--- src/rtl/mem_bus_router_pkg.sv ---
// Shared types and constants for the memory-bus router and its address decoder.
// MBR_TIMEOUT_WIDTH is the minimum wait-counter width used when MEM_BUS_TIMEOUT_EN is defined.
package mem_bus_router_pkg;

  localparam int RISCV_ADDR_WIDTH  = 32;
  localparam int RISCV_WORD_WIDTH  = 32;
  localparam int MBR_TIMEOUT_WIDTH = 8;
  localparam logic [RISCV_WORD_WIDTH-1:0] MBR_ERR_RDATA = 32'h0;

  typedef enum logic [1:0] {
    MBR_IDLE = 2'd0,
    MBR_BUSY = 2'd1,
    MBR_ERR  = 2'd2
  } mbr_state_e;

  // Counter must hold TIMEOUT_CYCLES-1; width is clamped to 8..16 bits.
  function automatic int mbr_cnt_width(input int timeout_cycles);
    int w;
    w = $clog2(timeout_cycles + 1);
    if (w < MBR_TIMEOUT_WIDTH) w = MBR_TIMEOUT_WIDTH;
    if (w > 16) w = 16;
    return w;
  endfunction

endpackage

--- src/rtl/mem_bus_addr_decode.sv ---
// Combinational address decoder: select field -> {mapped, idx}; also used by the instruction-side router.
// An address is mapped only when the select field is below NUM_TARGETS and all bits above it are zero.
module mem_bus_addr_decode
  import mem_bus_router_pkg::*;
#(
  parameter int NUM_TARGETS = 3,
  parameter int SEL_LSB     = 11,
  parameter int SEL_WIDTH   = 2
) (
  input  logic [RISCV_ADDR_WIDTH-1:0] addr,
  output logic                        mapped,
  output logic [SEL_WIDTH-1:0]        idx
);

  logic [RISCV_ADDR_WIDTH-1:0] shifted;

  assign shifted = addr >> SEL_LSB;
  assign idx     = shifted[SEL_WIDTH-1:0];
  assign mapped  = ((shifted >> SEL_WIDTH) == '0) && (32'(idx) < 32'(NUM_TARGETS));

endmodule

--- src/rtl/mem_bus_router.sv ---
// 1 -> NUM_TARGETS memory-bus router: 0-wait combinational path, held selection while BUSY, error for unmapped.
// Optional MEM_BUS_TIMEOUT_EN adds a BUSY wait counter that forces an error completion after TIMEOUT_CYCLES.
module mem_bus_router
  import mem_bus_router_pkg::*;
#(
  parameter int NUM_TARGETS    = 3,
  parameter int SEL_LSB        = 11,
  parameter int SEL_WIDTH      = 2,
  parameter int TIMEOUT_CYCLES = 255
) (
  input  logic                                    clk,
  input  logic                                    rst,
  input  logic                                    s_valid_i,
  output logic                                    s_ready_o,
  output logic                                    s_err_o,
  input  logic [RISCV_ADDR_WIDTH-1:0]             s_addr_i,
  input  logic [RISCV_WORD_WIDTH-1:0]             s_wdata_i,
  input  logic [3:0]                              s_we_i,
  output logic [RISCV_WORD_WIDTH-1:0]             s_rdata_o,
  output logic [NUM_TARGETS-1:0]                  m_valid_o,
  input  logic [NUM_TARGETS-1:0]                  m_ready_i,
  output logic [RISCV_ADDR_WIDTH-1:0]             m_addr_o,
  output logic [RISCV_WORD_WIDTH-1:0]             m_wdata_o,
  output logic [3:0]                              m_we_o,
  input  logic [NUM_TARGETS*RISCV_WORD_WIDTH-1:0] m_rdata_i
);

  mbr_state_e                  state_q, state_d;
  logic [SEL_WIDTH-1:0]        idx_q, idx_d, cur_idx, dec_idx;
  logic                        dec_mapped, route;
  logic [NUM_TARGETS-1:0]      tgt_onehot;
  logic                        tgt_ready;
  logic [RISCV_WORD_WIDTH-1:0] tgt_rdata;

`ifdef MEM_BUS_TIMEOUT_EN
  localparam int CNT_W = mbr_cnt_width(TIMEOUT_CYCLES);
  logic [CNT_W-1:0] wait_cnt_q, wait_cnt_d;
  logic             timed_out;
  assign timed_out = (wait_cnt_q == CNT_W'(TIMEOUT_CYCLES - 1));
`else
  // Without the counter TIMEOUT_CYCLES has no effect; keep it referenced.
  if (TIMEOUT_CYCLES < 1) begin : g_timeout_unused
  end
`endif

  mem_bus_addr_decode #(
    .NUM_TARGETS(NUM_TARGETS),
    .SEL_LSB    (SEL_LSB),
    .SEL_WIDTH  (SEL_WIDTH)
  ) u_decode (
    .addr  (s_addr_i),
    .mapped(dec_mapped),
    .idx   (dec_idx)
  );

  assign m_addr_o  = s_addr_i;
  assign m_wdata_o = s_wdata_i;
  assign m_we_o    = s_we_i;

  // While BUSY only the latched target is looked at, whatever the address now decodes to.
  assign cur_idx = (state_q == MBR_BUSY) ? idx_q : dec_idx;

  always_comb begin
    tgt_onehot = '0;
    tgt_ready  = 1'b0;
    tgt_rdata  = '0;
    for (int k = 0; k < NUM_TARGETS; k++) begin
      if (32'(cur_idx) == k) begin
        tgt_onehot[k] = 1'b1;
        tgt_ready     = m_ready_i[k];
        tgt_rdata     = m_rdata_i[k*RISCV_WORD_WIDTH +: RISCV_WORD_WIDTH];
      end
    end
  end

  always_comb begin
    state_d   = state_q;
    idx_d     = idx_q;
    route     = 1'b0;
    m_valid_o = '0;
    s_ready_o = 1'b0;
    s_err_o   = 1'b0;
    s_rdata_o = '0;
`ifdef MEM_BUS_TIMEOUT_EN
    wait_cnt_d = '0;
`endif
    if (!rst) begin
      case (state_q)
        MBR_IDLE: begin
          if (s_valid_i) begin
            if (dec_mapped) begin
              route = 1'b1;
              if (!tgt_ready) begin
                state_d = MBR_BUSY;
                idx_d   = dec_idx;
              end
            end else begin
              state_d = MBR_ERR;
            end
          end
        end
        MBR_BUSY: begin
          if (!s_valid_i) begin
            state_d = MBR_IDLE;
          end else begin
            route = 1'b1;
            if (tgt_ready) begin
              state_d = MBR_IDLE;
`ifdef MEM_BUS_TIMEOUT_EN
            end else if (timed_out) begin
              state_d = MBR_ERR;
            end else begin
              wait_cnt_d = wait_cnt_q + 1'b1;
`endif
            end
          end
        end
        MBR_ERR: begin
          s_ready_o = 1'b1;
          s_err_o   = 1'b1;
          s_rdata_o = MBR_ERR_RDATA;
          state_d   = MBR_IDLE;
        end
        default: state_d = MBR_IDLE;
      endcase
      if (route) begin
        m_valid_o = tgt_onehot;
        s_ready_o = tgt_ready;
        s_rdata_o = tgt_ready ? tgt_rdata : '0;
      end
    end
  end

  always_ff @(posedge clk) begin
    if (rst) begin
      state_q <= MBR_IDLE;
      idx_q   <= '0;
    end else begin
      state_q <= state_d;
      idx_q   <= idx_d;
    end
  end

`ifdef MEM_BUS_TIMEOUT_EN
  always_ff @(posedge clk) begin
    if (rst) wait_cnt_q <= '0;
    else     wait_cnt_q <= wait_cnt_d;
  end
`endif

endmodule

--- config.mk ---
export PLATFORM = sky130hd
export DESIGN_NAME = mem_bus_router
export DESIGN_NICKNAME = d
export VERILOG_FILES = /design/src/rtl/mem_bus_router_pkg.sv /design/src/rtl/mem_bus_addr_decode.sv /design/src/rtl/mem_bus_router.sv
export SDC_FILE = /design/constraint.sdc
export NUM_CORES = 1
export LEC_CHECK = 0
export ABC_AREA = 1
export BUFFER_PORTS_ARGS = -buffer_cell sky130_fd_sc_hd__buf_2
export CORE_AREA = 5 5 103 105
export CTS_BUF_LIST = sky130_fd_sc_hd__clkbuf_16
export CTS_CLUSTER_DIAMETER = 40
export CTS_CLUSTER_SIZE = 20
export DETAILED_ROUTE_END_ITERATION = 6
export DIE_AREA = 0 0 108 110
export SYNTH_ARGS = -nofsm -noshare
export SYNTH_HDL_FRONTEND = slang
export SYNTH_SLANG_ARGS = --single-unit
export TNS_END_PERCENT = 30
--- constraint.sdc ---
create_clock -name clk -period 2.1 [get_ports clk]
set_input_delay 0.315 -clock clk [delete_from_list [all_inputs] [get_ports clk]]
set_output_delay 0.315 -clock clk [all_outputs]
set_load 0.01 [all_outputs]
==> metrics.md, run 1 <==
| Metric | Value |
|---|---|
| Layout Nets | `around 600` |
| Root Driver | `clkbuf_16` |
| Share of post-route cells with drive strength above 1 | `59.6%` |
| Most frequent cells in the layout | `buf_2 (180), nor2_1 (65), nand2_1 (35)` |
| Critical Path AT | `1.74 ns` |
| Die Footprint | `11900 µm²` |
| Initial antenna violation count | `1` |
| Hold WS | `0.439 ns` |
| Switching portion of total power | `36.4%` |
| Yosys top cell area share | `28.2%` |
| Drt drc | `0` |
| Commonest non-fill, non-tap cell in the layout | `buf_2` |
| Top area cells in the synthesized netlist | `buf_4 (28%), nor2_1 (13%), a221oi_2 (7.9%)` |
| Boundary Pins | `between 200 and 300` |
| Cell internal pwr | `0.593 mW` |
| # rows | `36` |
| Dpl ws | `0.0493 ns` |
| Storage cell area | `roughly 85 µm²` |
| Cells after Synth | `306` |
| Worst clock skew | `0.00169 ns` |
| Drt wl/cell | `15.7 µm` |
| Area grow syn2layout | `50.4%` |
| Die Span Y | `110 µm` |
| Yosys warns | `0` |
| Tot GR Track Use | `12.4%` |
| Reg clk slew, reported paths | `0.03 ns` |
| Maximum clock path buffer count | `2` |
| Mean Syn Cell Area | `between 6 and 7 µm²` |
| First-pass GRT wire length | `11600 µm` |
| Worst endpoint required time | `1.78 ns` |
| Die width | `108 µm` |
| Clock latency on the worst-skew pair | `about 0.23 ns` |
| Slew Limit Fails | `0` |
| Seq pwr share | `8.9%` |
| Crit-path cells | `inv_4, nand2_4, nand2_2, nand2_4, nor2_4, bufbuf_16, a221oi_4, nor2_2, buf_2` |
| Min-Delay Path Class | `in -> reg` |
| Endpoints failing setup | `0` |
| Mapped Area | `1890 µm²` |
| Clock buffer count from CTS | `3` |
| Final Critical Period | `around 2.1 ns` |
| Worst slew pin tran | `0.384 ns` |
| Period utilization | `98.0%` |
| Syn nets | `476` |
| Nature of the critical path endpoint | `primary output` |
| Slowest cell on the critical path | `dfxtp_2` |
| Worst VDD drop | `0.000158 V` |
| Number of fill cells in the layout | `~1.1k` |
| Unique masters post-synth | `28` |
| Post-placement cell area | `2420 µm²` |
| Fmax | `approximately 490 MHz` |
| Initial Util | `19.8%` |
| Overflow after GRT | `0` |
| Total routed wirelength | `8790 µm` |
| Final WS setup | `about 0.043 ns` |
| Diode count | `0` |
| First-pass DRT Iterations | `4` |
| RSZ-0062 raised after global routing | `true` |
| Routed Antenna Nets | `0` |
| Via density per instance | `4.17` |
| Max transition margin | `74.4%` |
| Net switching power figure | `0.339 mW` |
| P_leak | `1.55 nW` |
| CP Launch Type | `flip-flop` |
| Multi-input logic area | `between 1000 and 1500 µm²` |
| Final Cell Area | `2840 µm²` |
| H-tree depth | `1` |
| CTS tree | `built` |
| Run status | `completed` |
| Largest net degree at the start of global routing | `29` |
| Comb pwr share | `59.0%` |
| Post-DP HPWL | `7010 µm` |
| Core area | `9550 µm²` |
| R2R Setup Slk | `0.68 ns` |
| Seq/Total Area, Yosys | `4.24%` |
| Clock Sinks | `4` |
| Synthesized flop and latch total | `4` |
| GP Congestion | `0.757` |
| Via count | `2331` |
| Most frequent CP cell | `nand2_4` |
| Power share of the clock group | `32.1%` |
| Number of global-route vias before repair | `2235` |
| Crit-path max FO | `14` |
| Final Hold Viols | `0` |
| MaxCap Viol Count | `0` |
| WS Path Type | `reg -> out` |
| Cell taking the most area after synthesis | `buf_4` |
| Power density over cell area | `328 nW/µm²` |
| DRT iter0 DRCs | `135` |
| PortBufs | `180` |
| Worst path max stage delay | `0.33 ns` |
worst paths after layout:
kind / end / depth (start not counted) / start
max: s_rdata_o[22] / 9 / state_q[1]$_SDFFE_PP0P_
min: idx_q[1]$_SDFFE_PP0P_ / 3 / s_addr_i[12]
max reg2reg: state_q[0]$_SDFFE_PP0P_ / 12 / state_q[1]$_SDFFE_PP0P_
min reg2reg: idx_q[1]$_SDFFE_PP0P_ / 4 / idx_q[1]$_SDFFE_PP0P_
final cells by class:
cell class	instances	area share, %
multi-input combinational	187	42.9
tap	133	5.85
clock buffer	3	2.64
inverter	35	4.80
sequential	4	2.99
timing repair buffer	197	40.9
metal layers:
metal / vias to the layer above / part of all wire, % / GRT usage (%)
met5: - / 0.15 / 0
met4: 2 / 1.5 / 2.80
met3: 19 / 10 / 4.08
met2: 123 / 53 / 23.9
met1: 1020 / 35 / 13.0
li1: 1167 / - / -
repair_timing:
action	in CTS	in global routing
endpoints found under the setup margin	21	32
endpoints found under the hold margin	0	0
pin swaps	5	8
hold buffers	0	0
cloned	1	2
buffers inserted	10	0
resized for setup	8	25
kinds of logic (layout without fill, tap and decap cells):
logic type | after synthesis | in the layout | share of synthesized area (%)
AO/OA/AOI/OAI | 40 | 40 | 18.5
flip-flops | 4 | 4 | 4.24
buffers and inverters | 115 | 235 | 38.9
AND/OR/NAND/NOR | 147 | 147 | 38.3
critical path: cells and delay by family (launching register included):
family / cells / cell delay, ns
DFF: 1 / 0.33
and+or+nand+nor: 5 / 0.39
buffers and inverters: 3 / 0.50
AOI/OAI and AO/OA: 1 / 0.28
stage by stage:
| step | total power [mW] | TNS, ns | util [%] | std cells |
|---|---|---|---|---|
| global route | 0.997 | -0.920 | 29.8 | 559 |
| finish | 0.933 | 0 | 29.8 | 559 |
| global placement | 0.514 | 0 | 25.4 | 543 |
| floorplan | 0.441 | 0 | - | 306 |
| CTS | 0.878 | -0.0104 | 27.8 | 557 |
| detailed placement | 0.523 | 0 | 25.4 | 543 |
power groups by stage:
stage	Combinational, mW	Sequential [mW]	Clock [mW]
global route	0.604	0.0831	0.309
detailed placement	0.440	0.0833	0
floorplan	0.358	0.0829	0
CTS	0.488	0.0828	0.308
finish	0.550	0.0828	0.299
global placement	0.430	0.0832	0
sequential cells by signal, indices dropped and copies added, names as in the netlist:
register / cells
state_q: 2
idx_q: 2
synthesized netlist by cell type (all sizes together):
cell type  instances
nor4               1
or2                1
dfxtp              4
o21ai              1
nand3             18
nand4              2
a31oi              4
clkbuf             1
buf               79
nor2              75
nor3               2
inv               35
nand2             48
a21oi             13
a221oi            22
Note: power is estimated with default switching activity, not from simulation.
==> run 2, diff against run 1 <==
- CELL_PAD_IN_SITES_DETAIL_PLACEMENT: not set -> 2
- CELL_PAD_IN_SITES_GLOBAL_PLACEMENT: not set -> 2
- CORE_AREA: 5 5 103 105 -> not set
- CORE_MARGIN: not set -> 5
- CORE_UTILIZATION: not set -> 12
- DIE_AREA: 0 0 108 110 -> not set
- PLACE_DENSITY_LB_ADDON: not set -> 0.1
==> run 2 against run 1 <==
The run now ends with negative setup slack left. Via count grew 4.3%. Die area grew 55%. Combinational power grew 15%. Sequential power grew 0.6%. Final cell count grew 16%. Power grew 9.2%. Non-clock buffer count grew 8.
==> metrics.md, run 2 (synthesis gave the netlist of run 1 again) <==
| Metric | Value |
|---|---|
| Run status | `finished with violations (was completed)` |
| Failing checks | `negative setup slack` |
| Reg2reg path depth | `11 (was 12)` |
| Multi-input logic area | `1420 µm² (was 1220 µm²)` |
| MaxCap Viol Count | `0 (unchanged)` |
| Endpoints failing setup | `2 (was 0)` |
| Worst slew pin tran | `0.428 ns (was 0.384 ns)` |
| Storage cell area | `87.6 µm² (was 85.1 µm²)` |
| Drt wl/cell | `15.9 µm (was 15.7 µm)` |
| Initial antenna violation count | `1 (unchanged)` |
| Share of post-route cells with drive strength above 1 | `64.4% (was 59.6%)` |
| H-tree depth | `1 (unchanged)` |
| CTS tree | `built (unchanged)` |
| Worst VDD drop | `0.000166 V (was 0.000158 V)` |
| Final Hold Viols | `0 (unchanged)` |
| Post-CTS Hold Fix Bufs | `0 (unchanged)` |
| Clock latency on the worst-skew pair | `0.23 ns (about the same)` |
| Max transition margin | `71.5% (was 74.4%)` |
| Post-DP HPWL | `8220 µm (was 7010 µm)` |
| Cell Count, Final, Fillers Out | `646 (was 559)` |
| First-pass GRT wire length | `15200 µm (was 11600 µm)` |
| Boundary Pins | `275 (unchanged)` |
| Min-Delay Path Class | `in -> reg (unchanged)` |
| Number of fill cells in the layout | `1893 (was 1058)` |
| Largest net degree at the start of global routing | `24 (was 29)` |
| Diode count | `0 (unchanged)` |
| Die Footprint | `18400 µm² (was 11900 µm²)` |
| Root Driver | `clkbuf_16 (unchanged)` |
| Hold path depth | `3 (unchanged)` |
| Clock Sinks | `4 (unchanged)` |
| Final WS setup | `-0.0194 ns (was 0.0426 ns)` |
| Worst endpoint required time | `1.78 ns (about the same)` |
| Via count | `2432 (was 2331)` |
| Post-Route Utilization | `21.0% (was 29.8%)` |
| DP Cell Count | `627 (was 543)` |
| WS Path Type | `reg -> out (unchanged)` |
| Fmax | `472 MHz (was 486 MHz)` |
| Die width | `136 µm (was 108 µm)` |
| Reg-to-Reg Start | `state_q[1]$_SDFFE_PP0P_ (unchanged)` |
| Layout Nets | `607 (was 598)` |
| P_leak | `1.60 nW (was 1.55 nW)` |
| PortBufs | `180 (unchanged)` |
| RSZ-0062 raised after global routing | `true (unchanged)` |
| # rows | `45 (was 36)` |
| Most frequent cells in the layout | `buf_2 (180), nor2_1 (63), inv_1 (33), nand2_1 (33), a221oi_2 (18) (was buf_2 (180), nor2_1 (65), nand2_1 (35))` |
| Maximum clock path buffer count | `2 (unchanged)` |
| Via density per instance | `3.76 (was 4.17)` |
| CP Launch Type | `flip-flop (unchanged)` |
| Area grow syn2layout | `70.0% (was 50.4%)` |
| Tot GR Track Use | `10.5% (was 12.4%)` |
| Die Span Y | `136 µm (was 110 µm)` |
| Routed Antenna Nets | `0 (unchanged)` |
| Initial Util | `12.3% (was 19.8%)` |
| Crit-path max FO | `6 (was 14)` |
| Clock buffer count from CTS | `3 (unchanged)` |
| Critical Path AT | `1.80 ns (was 1.74 ns)` |
| First-pass DRT Iterations | `3 (was 4)` |
| Slew Limit Fails | `0 (unchanged)` |
| Worst clock skew | `0.00329 ns (was 0.00169 ns)` |
| RR Endpoint | `state_q[0]$_SDFFE_PP0P_ (unchanged)` |
| Period utilization | `101% (was 98.0%)` |
| Nature of the critical path endpoint | `primary output (unchanged)` |
| Overflow after GRT | `0 (unchanged)` |
| R2R Setup Slk | `0.53 ns (was 0.68 ns)` |
| Drt drc | `0 (unchanged)` |
| Core area | `15300 µm² (was 9550 µm²)` |
| GP Congestion | `0.715 (was 0.757)` |
| Total routed wirelength | `10300 µm (was 8790 µm)` |
| Commonest non-fill, non-tap cell in the layout | `buf_2 (unchanged)` |
| Reg clk slew, reported paths | `0.03 ns (about the same)` |
| Min-delay src | `s_addr_i[12] (unchanged)` |
| Number of global-route vias before repair | `2781 (was 2235)` |
| Power density over cell area | `317 nW/µm² (was 328 nW/µm²)` |
| Top flop regs | `idx_q (2), state_q (2) (unchanged)` |
| Hold endpoint | `idx_q[1]$_SDFFE_PP0P_ (unchanged)` |
| Setup TNS | `-0.0344 ns (was 0 ns)` |
| Final Critical Period | `2.12 ns (was 2.06 ns)` |
| DRT iter0 DRCs | `17 (was 135)` |
-- run 2: cell count changes in the layout (fill, tap and decap cells not counted), sizes merged --
cell	before	now
buf	194	205
bufbuf	1	0
clkbuf	5	3
clkinv	0	1
inv	35	34
nand4	2	3
-- run 2: where the power goes --
| group | leakage, nW | switching (mW) | internal (mW) |
|---|---|---|---|
| Sequential | 0.0339 | 0.00477 | 0.0785 |
| Clock | 0.0370 | 0.0610 | 0.244 |
| Combinational | 1.53 | 0.325 | 0.305 |
-- run 2: cell type report --
type | count | share of cell area (%)
clock buffers | 3 | 2.34
multi-input cells | 188 | 44.3
flip-flops and latches | 4 | 2.73
well taps | 211 | 8.22
inverters | 35 | 4.63
repair buffers | 205 | 37.8
-- run 2: metal layers --
layer  up-vias  part of all wire, %  GRT usage [%]
met5         -                 0.13              0
met4         2                 0.59           1.74
li1       1186                    -              -
met1      1129                   40           12.2
met3        13                  7.5           2.56
met2       102                   52           19.6
-- run 2: stage by stage --
step | hold WS (ns) | total power, mW | setup WS [ns] | instance area, µm²
3_3_place_gp | 0.536 | 0.543 | 0.0180 | 2570
3_5_place_dp | 0.542 | 0.551 | -0.0205 | 2570
4_1_cts | 0.427 | 1.02 | -0.0143 | 3140
6_report | 0.411 | 1.02 | -0.0194 | 3210
2_1_floorplan | 0.450 | 0.441 | 0.359 | 1890
5_1_grt | 0.456 | 1.09 | -0.130 | 3210
-- run 2: critical path, cell delays in order (launching register included) --
cell and delay (ns):
dfxtp_4 0.37, clkinv_8 0.08, buf_6 0.13, nand3_4 0.07, nand2_8 0.08, nor2_4 0.20
buf_12 0.17, nand2_4 0.05, a21oi_2 0.14, a21oi_2 0.05, nor2_1 0.09, buf_2 0.15
-- run 2: worst max path at each step --
stage	startpoint	endpoint	depth (start not counted)
after CTS	state_q[0]$_SDFFE_PP0P_	s_rdata_o[3]	8
after detailed placement	s_addr_i[14]	s_rdata_o[7]	10
after global placement	s_addr_i[14]	s_rdata_o[29]	10
after floorplan	s_addr_i[14]	s_rdata_o[17]	9
final	state_q[1]$_SDFFE_PP0P_	s_rdata_o[23]	11
after global routing	state_q[1]$_SDFFE_PP0P_	s_rdata_o[25]	11
-- run 2: what timing repair did --
action,CTS,global route
endpoints found under the setup margin,33,33
buffers inserted,10,3
gates cloned,3,0
resized for setup,65,9
pin swaps,22,8
